===== config.mk =====
export PLATFORM = sky130hd
export DESIGN_NAME = reg_debug_port
export DESIGN_NICKNAME = d
export VERILOG_FILES = /design/src/rtl/reg_dbg_pkg.sv /design/src/rtl/reg_debug_port.sv
export SDC_FILE = /design/constraint.sdc
export NUM_CORES = 1
export LEC_CHECK = 0
export ABC_CLOCK_PERIOD_IN_PS = 1900
export BUFFER_PORTS_ARGS = -buffer_cell sky130_fd_sc_hd__buf_2
export CAP_MARGIN = 10
export CORE_AREA = 8 8 128 130
export DETAILED_ROUTE_END_ITERATION = 16
export DIE_AREA = 0 0 136 138
export PLACE_DENSITY = 0.75
export SYNTH_ARGS = -nofsm -noshare
export SYNTH_HDL_FRONTEND = slang
export SYNTH_SLANG_ARGS = --single-unit

===== constraint.sdc =====
create_clock -name clk -period 1.9 [get_ports clk]
set_input_delay 0.38 -clock clk [delete_from_list [all_inputs] [get_ports clk]]
set_output_delay 0.38 -clock clk [all_outputs]
set_load 0.005 [all_outputs]

===== src/rtl/reg_dbg_pkg.sv =====
// Shared types and default widths for the register-file debug port.
package reg_dbg_pkg;

  localparam int unsigned DBG_REG_W    = 5;
  localparam int unsigned DBG_DATA_W   = 64;
  localparam int unsigned DBG_NUM_REGS = 32;

  typedef enum logic [1:0] {OP_READ, OP_WRITE, OP_DUMP, OP_ILL} dbg_op_t;

  typedef enum logic [1:0] {S_IDLE, S_WR, S_RD, S_RESP} dbg_state_t;

endpackage


===== src/rtl/reg_debug_port.sv =====
// Debug initiator for the integer register file: READ/WRITE/DUMP commands,
// register contents returned on a valid/ready response stream.
module reg_debug_port
  import reg_dbg_pkg::*;
#(
  parameter int unsigned REG_W    = DBG_REG_W,
  parameter int unsigned DATA_W   = DBG_DATA_W,
  parameter int unsigned NUM_REGS = DBG_NUM_REGS
) (
  input  logic              clk,
  input  logic              rst,
  input  logic              cmd_valid,
  output logic              cmd_ready,
  input  logic [1:0]        cmd_op,
  input  logic [REG_W-1:0]  cmd_addr,
  input  logic [DATA_W-1:0] cmd_wdata,
  output logic              rsp_valid,
  input  logic              rsp_ready,
  output logic [REG_W-1:0]  rsp_addr,
  output logic [DATA_W-1:0] rsp_data,
  output logic              cmd_err,
  output logic              busy,
  output logic [REG_W-1:0]  rf_raddr,
  input  logic [DATA_W-1:0] rf_rdata,
  output logic [REG_W-1:0]  rf_waddr,
  output logic              rf_we,
  output logic [DATA_W-1:0] rf_wdata
);

  localparam logic [REG_W-1:0] LAST_REG = REG_W'(NUM_REGS - 1);

  dbg_state_t        state_q, state_d;
  dbg_op_t           op_q, op_d;
  logic [REG_W-1:0]  addr_q, addr_d;
  logic [REG_W-1:0]  cnt_q, cnt_d;
  logic              cmd_ready_d, cmd_err_d, busy_d, rsp_valid_d, rf_we_d;
  logic [REG_W-1:0]  rsp_addr_d, rf_raddr_d, rf_waddr_d;
  logic [DATA_W-1:0] rsp_data_d, rf_wdata_d;

  // Next state and next values of every registered output.
  always_comb begin
    state_d    = state_q;
    op_d       = op_q;
    addr_d     = addr_q;
    cnt_d      = cnt_q;
    cmd_err_d  = 1'b0;
    rf_we_d    = 1'b0;
    rsp_addr_d = rsp_addr;
    rsp_data_d = rsp_data;
    rf_raddr_d = rf_raddr;
    rf_waddr_d = rf_waddr;
    rf_wdata_d = rf_wdata;

    case (state_q)
      S_IDLE: begin
        if (cmd_valid && cmd_ready) begin
          op_d   = dbg_op_t'(cmd_op);
          addr_d = cmd_addr;
          cnt_d  = '0;
          case (dbg_op_t'(cmd_op))
            OP_READ: begin
              rf_raddr_d = cmd_addr;
              state_d    = S_RD;
            end
            OP_WRITE: begin
              rf_waddr_d = cmd_addr;
              rf_wdata_d = cmd_wdata;
              rf_we_d    = 1'b1;
              state_d    = S_WR;
            end
            OP_DUMP: begin
              rf_raddr_d = '0;
              state_d    = S_RD;
            end
            default: cmd_err_d = 1'b1;
          endcase
        end
      end
      S_WR: begin
        // Read back the register just written.
        rf_raddr_d = addr_q;
        state_d    = S_RD;
      end
      S_RD: begin
        rsp_addr_d = rf_raddr;
        rsp_data_d = rf_rdata;
        state_d    = S_RESP;
      end
      S_RESP: begin
        if (rsp_ready) begin
          if (op_q == OP_DUMP && cnt_q != LAST_REG) begin
            cnt_d      = cnt_q + REG_W'(1);
            rf_raddr_d = cnt_q + REG_W'(1);
            state_d    = S_RD;
          end else begin
            state_d = S_IDLE;
          end
        end
      end
      default: state_d = S_IDLE;
    endcase

    cmd_ready_d = (state_d == S_IDLE);
    busy_d      = (state_d != S_IDLE);
    rsp_valid_d = (state_d == S_RESP);
  end

  always_ff @(posedge clk) begin
    if (rst) begin
      state_q   <= S_IDLE;
      op_q      <= OP_READ;
      addr_q    <= '0;
      cnt_q     <= '0;
      cmd_ready <= 1'b0;
      cmd_err   <= 1'b0;
      busy      <= 1'b0;
      rsp_valid <= 1'b0;
      rsp_addr  <= '0;
      rsp_data  <= '0;
      rf_raddr  <= '0;
      rf_waddr  <= '0;
      rf_we     <= 1'b0;
      rf_wdata  <= '0;
    end else begin
      state_q   <= state_d;
      op_q      <= op_d;
      addr_q    <= addr_d;
      cnt_q     <= cnt_d;
      cmd_ready <= cmd_ready_d;
      cmd_err   <= cmd_err_d;
      busy      <= busy_d;
      rsp_valid <= rsp_valid_d;
      rsp_addr  <= rsp_addr_d;
      rsp_data  <= rsp_data_d;
      rf_raddr  <= rf_raddr_d;
      rf_waddr  <= rf_waddr_d;
      rf_we     <= rf_we_d;
      rf_wdata  <= rf_wdata_d;
    end
  end

endmodule

==> summary.txt, run 1 <==
EDFF count, synth = 0
Post-route cell area = 8140 sq um
H-tree depth = 4
I/O pin cnt = 287
Initial antenna violation count = 1
Area of placed instances = 7490 sq um
Ys flop type = dfxtp_1
Fmax = 534 MHz
WP data arrival = 2.16 ns
TritonCTS Buffers = 17
Residual DRC = 0
Yosys warnings = 0
GRT met1 Usage = 20.6%
Synthesis-stage register bit count = 162
Cell-by-cell trace of the critical path = ha_2 -> and3_1 -> ha_2 -> nor3b_4 -> a41o_2 -> mux2i_1 -> nor2_1
Cell count after synthesis = 725
Inst Count DP = 1161
Area Overhead vs Synth = 40.4%
Drt total wl = 18.2 mm
Slowest cell on the critical path = a41o_2
Die area = 18800 sq um
Syn_area_per_cell = 7.99 sq um
Crit end category = flop
GRT Util Overall = 18.6%
Period minus WS final = 1.87 ns
Worst reg2reg path depth = 7
Flop pwr share = 44.7%
Worst Tran Pin Value = 0.630 ns
Post-synth cell types = 33
DR iter-0 viols = 190
Sw Share = 24.1%
Cts hold-fix bufs = 0
WHS Endpoint = rsp_data[1]$_SDFFE_PP0P_
Vias in the first global route = 5647
Worst EP required = 2.19 ns
Netlist Area Pre-Place = 5790 sq um
Max clock buf depth = 2
Async SR Flop Fraction = 0%
Status = finished clean
Largest net degree at the start of global routing = 70
Number of port buffers = 286
Routed vias/inst = 4.78
Internal = 6.21 mW
Path type of the worst setup path = flop to flop
Hpwl dp = 13.2 mm
Comb pwr share = 11.8%
Startpoint Class = flop
Worst-path maximum fanout = 5
Antenna cells = 0
Worst path most repeated cell = ha_2
Die width = 136 um
Worst-skew pair later-pin latency = 0.41 ns
Worst path max stage delay = 0.34 ns
Slew headroom = 57.9%
1st-pass router iterations = 4
First-pass GRT wire length = 28.3 mm
Worst-path clk slew = 0.06 ns
Core area = 14300 sq um
Total grt overflow = 0
Chip Height = 138 um
Share of cells above drive strength 1 = 34.8%
Clock share of power = 43.5%
Setup Skew = 0.00682 ns
Most frequent cells in the layout = nand2_1 (294), buf_2 (285), dfxtp_1 (160), a21oi_1 (148), clkbuf_16 (17)
GRT busiest layer = met2
Peak supply drop = 764 uV
Std-Cell Rows = 44
M3 GR Usage = 10.5%
Pins Over Slew Limit = 0
Leak = 3.64 nW
Final Hold Viols = 0
Worst hold path class = input pin to flop
Initial Utilization = 40.5%
Reg-to-Reg End = cnt_q[4]$_SDFFE_PP0P_
CTS tree = yes
Via count = 5692
Commonest non-fill, non-tap cell in the layout = nand2_1
Met2 Use GR = 29.8%
Wire per inst = 15.2 um
Sink Count = 162
Hold path depth = 3
DRT antenna net count = 0
Post-CTS Setup Bufs = 0
CTS Root Cell = clkbuf_16
Non-filler cells, final = 1192
Max cap viols = 0
Net Count, Synth = 866
Worst hold start = rf_rdata[1]
Nets = 1137
Power Density = 1010 nW/um^2
Routability congestion estimate from global placement = 0.800
Post-synthesis sequential area ratio = 56.0%
P_sw = 1.97 mW
Fin crit share = 98.6%
R2R Setup Slk = 0.03 ns
Setup violators final = 0
R2r startpoint = cnt_q[0]$_SDFFE_PP0P_
-- layout make-up --
class                           instances  area (sq um)
Multi-Input combinational cell        500          2340
Inverter                                8          30.0
Tap cell                              184           230
Sequential cell                       162          3250
Timing Repair Buffer                  307          1680
Fill cell                            1346          6180
Clock inverter                         12           181
Clock buffer                           19           433
-- cell families after synthesis --
logic type,count (synthesis),share of synthesized area (%)
AO/OA/AOI/OAI,162,14.9
multiplexers,9,1.60
buffers and inverters,63,4.51
adder cells (fa/ha/maj),2,0.432
XOR/XNOR,1,0.151
AND/OR/NAND/NOR,326,22.5
flip-flops,162,56.0
-- flip-flops by register name (all words and copies together), names as in the netlist --
name,count
cmd_err,1
rf_waddr,5
rf_raddr,5
state_q,2
op_q,2
addr_q,5
cmd_ready,1
busy,1
rf_we,1
rsp_valid,1
rf_wdata,64
rsp_data,64
cnt_q,5
rsp_addr,5
-- synth_stat cells, types with 3 or more instances --
library cell / count / area [sq um]
buf_2: 11 / 55.1
nor2_1: 11 / 41.3
dfxtp_1: 162 / 3240
nand3_1: 4 / 20.0
nand2_1: 294 / 1100
a222oi_1: 3 / 30.0
and3_1: 3 / 18.8
clkbuf_1: 41 / 154
inv_1: 8 / 30.0
a211oi_1: 5 / 37.5
mux2i_1: 7 / 70.1
a21oi_1: 148 / 741
-- power by group through the flow --
stage	clock, mW	sequential, mW	combinational (mW)
2_1_floorplan	0	3.74	0.453
3_3_place_gp	0	3.72	0.956
3_5_place_dp	0	3.73	0.962
4_1_cts	3.65	3.66	0.966
5_1_grt	3.81	3.68	1.07
6_report	3.56	3.66	0.964
-- metrics by stage --
stage,TNS (ns),hold WS (ns),power (mW),setup WS (ns),util [%]
final,0,0.202,8.18,0.0261,56.8
after global routing,-0.140,0.184,8.56,-0.0441,56.8
after CTS,-0.0716,0.183,8.27,-0.0295,56.6
after detailed placement,-0.0225,0.443,4.69,-0.0225,52.3
after global placement,0,0.438,4.68,0.0375,52.3
after floorplan,0,0.431,4.19,0.0675,-
-- routing by layer --
layer | vias up | part of all wire [%]
met5 | - | 0.066
met4 | 2 | 0.94
met3 | 12 | 13
met2 | 244 | 46
met1 | 2540 | 40
li1 | 2894 | -
-- repair_timing --
| item | CTS | global route |
|---|---|---|
| setup endpoints to repair | 6 | 10 |
| pin swaps | 0 | 4 |
| hold endpoints to repair | 0 | 0 |
| gates resized for setup | 0 | 10 |
-- worst max path at each step --
stage,end,cells past startpoint,slack [ns],from
after floorplan,rf_raddr[3]$_SDFFE_PP0P_,7,0.07,cnt_q[0]$_SDFFE_PP0P_
after global placement,rf_raddr[3]$_SDFFE_PP0P_,7,0.04,cnt_q[0]$_SDFFE_PP0P_
after detailed placement,rf_raddr[3]$_SDFFE_PP0P_,7,-0.02,cnt_q[0]$_SDFFE_PP0P_
after CTS,rf_raddr[3]$_SDFFE_PP0P_,7,-0.03,cnt_q[0]$_SDFFE_PP0P_
after global routing,rf_raddr[1]$_SDFFE_PP0P_,7,-0.04,cnt_q[0]$_SDFFE_PP0P_
final,cnt_q[4]$_SDFFE_PP0P_,7,0.03,cnt_q[0]$_SDFFE_PP0P_
-- worst max-delay path, delay by kind of cell, from the launching register on --
kind / cells / cell delay, ns
and+or+nand+nor: 3 / 0.49
adders and majority gates: 2 / 0.36
AOI/OAI and AO/OA: 1 / 0.34
DFF: 1 / 0.32
muxes: 1 / 0.25
No activity file was read; power rests on OpenSTA's default activity.
==> inputs of run 2 (changes only) <==
--- a/config.mk
+++ b/config.mk
@@ -8,10 +8,11 @@
 export ABC_CLOCK_PERIOD_IN_PS = 1900
 export BUFFER_PORTS_ARGS = -buffer_cell sky130_fd_sc_hd__buf_2
 export CAP_MARGIN = 10
-export CORE_AREA = 8 8 128 130
+export CORE_AREA = 8 8 107 157
+export CTS_CLUSTER_DIAMETER = 30
 export DETAILED_ROUTE_END_ITERATION = 16
-export DIE_AREA = 0 0 136 138
-export PLACE_DENSITY = 0.75
+export DIE_AREA = 0 0 115 165
+export PLACE_DENSITY = 0.74
 export SYNTH_ARGS = -nofsm -noshare
 export SYNTH_HDL_FRONTEND = slang
 export SYNTH_SLANG_ARGS = --single-unit
==> summary.txt, run 2 (synthesis results as in run 1) <==
Non-filler cells, final = 1206 (was 1192)
Pins Over Slew Limit = 0 (unchanged)
Vias in the first global route = 5360 (was 5647)
Max cap viols = 0 (unchanged)
Worst-path maximum fanout = 4 (was 5)
Worst hold path class = input pin to flop (unchanged)
Std-Cell Rows = 54 (was 44)
Path type of the worst setup path = flop to flop (unchanged)
Worst hold start = cmd_wdata[22] (was rf_rdata[1])
Peak supply drop = 523 uV (was 764 uV)
Residual DRC = 0 (unchanged)
R2R Setup Slk = 0.12 ns (was 0.03 ns)
Sink Count = 162 (unchanged)
Initial Utilization = 40.1% (was 40.5%)
Routability congestion estimate from global placement = 0.853 (was 0.800)
H-tree depth = 4 (unchanged)
First-pass GRT wire length = 27.2 mm (was 28.3 mm)
WHS Endpoint = rf_wdata[22]$_SDFFE_PP0P_ (was rsp_data[1]$_SDFFE_PP0P_)
GRT Util Overall = 18.1% (was 18.6%)
Cts hold-fix bufs = 0 (unchanged)
Hold path depth = 3 (unchanged)
Die area = 19000 sq um (was 18800 sq um)
Die width = 115 um (was 136 um)
Largest net degree at the start of global routing = 77 (was 70)
Biggest regs = rf_wdata: 64 flops, rsp_data: 64 flops (unchanged)
Worst-path clk slew = 0.07 ns (was 0.06 ns)
Crit end category = flop (unchanged)
Fmax = 561 MHz (was 534 MHz)
Hold_ws = 0.197 ns (was 0.202 ns)
Setup Skew = 0.0122 ns (was 0.00682 ns)
Reg-to-Reg End = rf_raddr[4]$_SDFFE_PP0P_ (was cnt_q[4]$_SDFFE_PP0P_)
Max clock buf depth = 2 (unchanged)
Commonest non-fill, non-tap cell in the layout = nand2_1 (unchanged)
Number of port buffers = 286 (unchanged)
DR iter-0 viols = 519 (was 190)
Setup violators final = 0 (unchanged)
Fin crit share = 93.9% (was 98.6%)
Comb pwr share = 11.8% (about the same)
Slew headroom = 62.4% (was 57.9%)
Setup_tns = 0 ns (unchanged)
Setup Slack @ Placement = 0.00104 ns (was -0.0225 ns)
Chip Height = 165 um (was 138 um)
Area Overhead vs Synth = 40.8% (was 40.4%)
Startpoint Class = flop (unchanged)
Final Hold Viols = 0 (unchanged)
Power Density = 976 nW/um^2 (was 1010 nW/um^2)
WP data arrival = 2.07 ns (was 2.16 ns)
TritonCTS Buffers = 17 (unchanged)
Routed vias/inst = 4.73 (was 4.78)
RSZ-0062 raised after global routing = false
Clock share of power = 42.3% (was 43.5%)
Share of cells above drive strength 1 = 34.9% (was 34.8%)
P_sw = 2.08 mW (was 1.97 mW)
Internal = 5.88 mW (was 6.21 mW)
1st-pass router iterations = 7 (was 4)
Worst Tran Pin Value = 0.563 ns (was 0.630 ns)
Status = finished clean (unchanged)
Total grt overflow = 0 (unchanged)
Flop pwr share = 45.9% (was 44.7%)
Worst-skew pair later-pin latency = 0.41 ns (about the same)
Initial antenna violation count = 2 (was 1)
Hpwl dp = 13.4 mm (was 13.2 mm)
Final design utilization = 56.4% (was 56.8%)
CTS Root Cell = clkbuf_16 (unchanged)
Nets = 1138 (was 1137)
I/O pin cnt = 287 (unchanged)
Sw Share = 26.1% (was 24.1%)
Leak = 3.65 nW (was 3.64 nW)
Worst EP required = 2.18 ns (was 2.19 ns)
Wire per inst = 14.9 um (was 15.2 um)
Core area = 14500 sq um (was 14300 sq um)
DRT antenna net count = 0 (unchanged)
Worst reg2reg path depth = 8 (was 7)
Antenna cells = 0 (unchanged)
R2r startpoint = cnt_q[0]$_SDFFE_PP0P_ (unchanged)
Most frequent cells in the layout = nand2_1 (294), buf_2 (285), dfxtp_1 (160), a21oi_1 (148), clkbuf_16 (17) (unchanged)
Via count = 5709 (was 5692)
Post-CTS Setup Bufs = 0 (unchanged)
Period minus WS final = 1.78 ns (was 1.87 ns)
Final setup margin = 0.117 ns (was 0.0261 ns)
Drt total wl = 17.9 mm (was 18.2 mm)
CTS tree = yes (unchanged)
Inst Count DP = 1174 (was 1161)
## run 2: cell type report
class | instances | area [sq um]
clock buffer | 19 | 443
timing repair buffer | 308 | 1700
inverter | 8 | 30.0
sequential | 162 | 3250
fill | 1409 | 6300
multi-input combinational | 500 | 2350
tap | 196 | 245
clock inverter | 13 | 146
## run 2: critical path, stage by stage (launching register included)
cell	delay, ns
dfxtp_2	0.34
ha_4	0.16
and3_4	0.18
ha_4	0.15
nor3b_4	0.22
nand3_2	0.12
buf_6	0.14
a222oi_1	0.24
a211oi_1	0.09
## run 2: how the worst max path moves through the flow
stage                          start                        to  slack (ns)  cells past startpoint
6_report       cnt_q[0]$_SDFFE_PP0P_  rf_raddr[4]$_SDFFE_PP0P_        0.12                      8
3_5_place_dp   cnt_q[0]$_SDFFE_PP0P_  rf_raddr[4]$_SDFFE_PP0P_       0.001                      8
5_1_grt        cnt_q[0]$_SDFFE_PP0P_  rf_raddr[4]$_SDFFE_PP0P_       0.005                      8
2_1_floorplan  cnt_q[0]$_SDFFE_PP0P_  rf_raddr[3]$_SDFFE_PP0P_        0.07                      7
4_1_cts        cnt_q[0]$_SDFFE_PP0P_  rf_raddr[4]$_SDFFE_PP0P_       0.006                      8
3_3_place_gp   cnt_q[0]$_SDFFE_PP0P_     cnt_q[4]$_SDFFE_PP0P_        0.06                      7
## run 2: routing by layer
metal	share of wire [%]	up-vias	track usage, %
li1	-	2902	-
met1	40	2550	20.2
met2	47	232	30.2
met3	11	21	7.54
met4	1.4	4	6.18
met5	0.15	-	0
## run 2: repair_timing
action                                  in CTS  in global routing
endpoints found under the setup margin       2                 10
gates cloned                                 0                  0
resized for setup                            4                  7
pin swaps                                    4                  4
## run 2: power groups by stage
| stage | Clock, mW | Sequential [mW] | Combinational, mW |
|---|---|---|---|
| after detailed placement | 0 | 3.73 | 0.949 |
| after floorplan | 0 | 3.74 | 0.453 |
| after CTS | 3.48 | 3.65 | 0.950 |
| final | 3.36 | 3.65 | 0.942 |
| after global placement | 0 | 3.72 | 0.935 |
| after global routing | 3.62 | 3.68 | 1.04 |
## run 2: stage by stage
step / area (sq um) / total power, mW
floorplan: 5800 / 4.19
global placement: 7520 / 4.66
detailed placement: 7520 / 4.68
CTS: 8120 / 8.08
global route: 8160 / 8.34
finish: 8160 / 7.96
==> inputs of run 3 (changes only) <==
==> config.mk (replaced) <==
export PLATFORM = sky130hd
export DESIGN_NAME = reg_debug_port
export DESIGN_NICKNAME = d
export VERILOG_FILES = /design/src/rtl/reg_dbg_pkg.sv /design/src/rtl/reg_debug_port.sv
export SDC_FILE = /design/constraint.sdc
export NUM_CORES = 1
export LEC_CHECK = 0
export ABC_CLOCK_PERIOD_IN_PS = 2300
export BUFFER_PORTS_ARGS = -buffer_cell sky130_fd_sc_hd__buf_2
export CAP_MARGIN = 10
export CORE_AREA = 8 8 102 150
export CTS_CLUSTER_DIAMETER = 30
export DETAILED_ROUTE_END_ITERATION = 16
export DIE_AREA = 0 0 110 158
export PLACE_DENSITY = 0.79
export SYNTH_ARGS = -nofsm -noshare
export SYNTH_HDL_FRONTEND = slang
export SYNTH_SLANG_ARGS = --single-unit
==> constraint.sdc (replaced) <==
create_clock -name clk -period 2.3 [get_ports clk]
set_input_delay 0.46 -clock clk [delete_from_list [all_inputs] [get_ports clk]]
set_output_delay 0.46 -clock clk [all_outputs]
set_load 0.005 [all_outputs]
==> summary.txt, run 3 (synthesis results as in run 1) <==
Status = finished clean (unchanged)
Startpoint Class = flop (unchanged)
Chip Height = 158 um (was 165 um)
Path type of the worst setup path = flop to flop (unchanged)
Setup_tns = 0 ns (unchanged)
Residual DRC = 0 (unchanged)
Wire per inst = 15.3 um (was 14.9 um)
Worst hold path class = input pin to flop (unchanged)
Share of cells above drive strength 1 = 33.7% (was 34.9%)
Post-CTS Setup Bufs = 0 (unchanged)
Via count = 5676 (was 5709)
Flop pwr share = 47.2% (was 45.9%)
Final Hold Viols = 0 (unchanged)
Worst-path clk slew = 0.07 ns (about the same)
DR iter-0 viols = 336 (was 519)
Commonest non-fill, non-tap cell in the layout = nand2_1 (unchanged)
Routed vias/inst = 4.88 (was 4.73)
Initial antenna violation count = 1 (was 2)
Cell-by-cell trace of the critical path = ha_1 -> and3_1 -> ha_1 -> nor3b_2 -> nand3_1 -> and2_1 -> a221oi_1 (was ha_4 -> and3_4 -> ha_4 -> nor3b_4 -> nand3_2 -> buf_6 -> a222oi_1 -> a211oi_1)
1st-pass router iterations = 6 (was 7)
Power Density = 808 nW/um^2 (was 976 nW/um^2)
Routability congestion estimate from global placement = 0.841 (was 0.853)
Largest net degree at the start of global routing = 72 (was 77)
Worst EP required = 2.61 ns (was 2.18 ns)
Stages on worst setup path = 7 (was 8)
Sink Count = 162 (unchanged)
Number of port buffers = 286 (unchanged)
GRT Util Overall = 19.9% (was 18.1%)
Layout fillers = 1217 (was 1409)
Worst Path Buf+Inv = 0 (was 1)
Worst path most repeated cell = ha_1 (was ha_4)
Most frequent cells in the layout = nand2_1 (294), buf_2 (285), dfxtp_1 (162), a21oi_1 (148), clkbuf_16 (17) (was nand2_1 (294), buf_2 (285), dfxtp_1 (160), a21oi_1 (148), clkbuf_16 (17))
Hpwl dp = 13.2 mm (was 13.4 mm)
Fin crit share = 86.5% (was 93.9%)
Area Overhead vs Synth = 36.7% (was 40.8%)
First-pass GRT wire length = 27.2 mm (about the same)
I/O pin cnt = 287 (unchanged)
Worst reg2reg path depth = 7 (was 8)
Slew headroom = 56.5% (was 62.4%)
Initial Utilization = 43.9% (was 40.1%)
Setup violators final = 0 (unchanged)
Vias in the first global route = 5530 (was 5360)
Period minus WS final = 1.99 ns (was 1.78 ns)
Max clock buf depth = 2 (unchanged)
Slowest cell on the critical path = dfxtp_1 (was dfxtp_2)
Nets = 1130 (was 1138)
Worst-skew pair later-pin latency = 0.41 ns (about the same)
Std-Cell Rows = 52 (was 54)
Fmax = 503 MHz (was 561 MHz)
RSZ-0062 raised after global routing = false (unchanged)
Worst Tran Pin Value = 0.643 ns (was 0.563 ns)
Hold_ws = 0.277 ns (was 0.197 ns)
Area of the multi-input gates = 2300 sq um (was 2350 sq um)
Leak = 3.58 nW (was 3.65 nW)
P_sw = 1.71 mW (was 2.08 mW)
Core area = 13200 sq um (was 14500 sq um)
CTS Root Cell = clkbuf_16 (unchanged)
Clock share of power = 41.1% (was 42.3%)
Drt total wl = 17.8 mm (was 17.9 mm)
Internal = 4.69 mW (was 5.88 mW)
Worst-path maximum fanout = 6 (was 4)
CP top delay family = simple AND/OR/NAND/NOR gates (unchanged)
WP data arrival = 2.31 ns (was 2.07 ns)
Crit end category = flop (unchanged)
Peak supply drop = 439 uV (was 523 uV)
Worst path max stage delay = 0.35 ns (was 0.34 ns)
TritonCTS Buffers = 17 (unchanged)
Setup Skew = 0.00914 ns (was 0.0122 ns)
CTS tree = yes (unchanged)
Die area = 17400 sq um (was 19000 sq um)
DRT antenna net count = 0 (unchanged)
Hold path depth = 3 (unchanged)
Sw Share = 26.7% (was 26.1%)
Max cap viols = 0 (unchanged)
Pins Over Slew Limit = 0 (unchanged)
Register area = 3240 sq um (was 3250 sq um)
Comb pwr share = 11.7% (was 11.8%)
Total grt overflow = 0 (unchanged)
Die width = 110 um (was 115 um)
Antenna cells = 0 (unchanged)
Biggest regs = rf_wdata: 64 flops, rsp_data: 64 flops (unchanged)
H-tree depth = 4 (unchanged)
run 3: changes by cell type in the layout (fill, tap and decap cells not counted), sizes merged:
cell,change
clkinvlp,+2
buf,-8
bufinv,-1
clkbuf,-2
inv,+1
run 3: final timing paths:
| check | startpoint | to | slack [ns] |
|---|---|---|---|
| setup reg to reg | cnt_q[0]$_SDFFE_PP0P_ | rf_raddr[3]$_SDFFE_PP0P_ | 0.31 |
| hold reg to reg | rsp_data[38]$_SDFFE_PP0P_ | rsp_data[38]$_SDFFE_PP0P_ | 0.45 |
| setup / recovery | cnt_q[0]$_SDFFE_PP0P_ | rf_raddr[3]$_SDFFE_PP0P_ | 0.31 |
| hold / removal | cmd_wdata[46] | rf_wdata[46]$_SDFFE_PP0P_ | 0.28 |
run 3: timing repair:
action,in CTS,in global routing
hold buffers,0,0
gates resized for setup,0,1
setup endpoints to repair,0,1
run 3: worst register-to-register path, stage by stage, from the launching register on:
cell	delay, ns
dfxtp_1	0.35
ha_1	0.24
and3_1	0.19
ha_1	0.18
nor3b_2	0.21
nand3_1	0.20
and2_1	0.24
a221oi_1	0.28
run 3: metrics by stage:
step                power [mW]  util [%]  instance area, sq um  worst slack, ns  cells
floorplan                 3.46         -                  5790            0.386    725
global placement          3.83      55.8                  7360            0.300   1132
detailed placement        3.84      55.8                  7360            0.223   1132
CTS                       6.48      59.9                  7920            0.196   1164
global route              6.69      60.0                  7920            0.130   1164
finish                    6.40      60.0                  7920            0.310   1164
run 3: area by class of cell:
type,instances,area share [%]
Clock inverter,15,1.60
Clock buffer,17,5.37
Timing Repair Buffer,300,20.1
Multi-Input combinational cell,500,29.1
Inverter,8,0.379
Sequential cell,162,40.9
Tap cell,162,2.56
run 3: power groups by stage:
stage                     Sequential [mW]  Clock (mW)  Combinational (mW)
final                                3.02        2.63               0.750
after global routing                 3.04        2.81               0.844
after CTS                            3.02        2.70               0.763
after detailed placement             3.08           0               0.760
after global placement               3.08           0               0.752
after floorplan                      3.09           0               0.374
run 3: routing by layer:
layer / GRT usage, % / wire (um)
met2: 33.5 / 8770
met5: 0 / 8
met3: 9.74 / 2220
met4: 7.17 / 300
met1: 20.6 / 6490
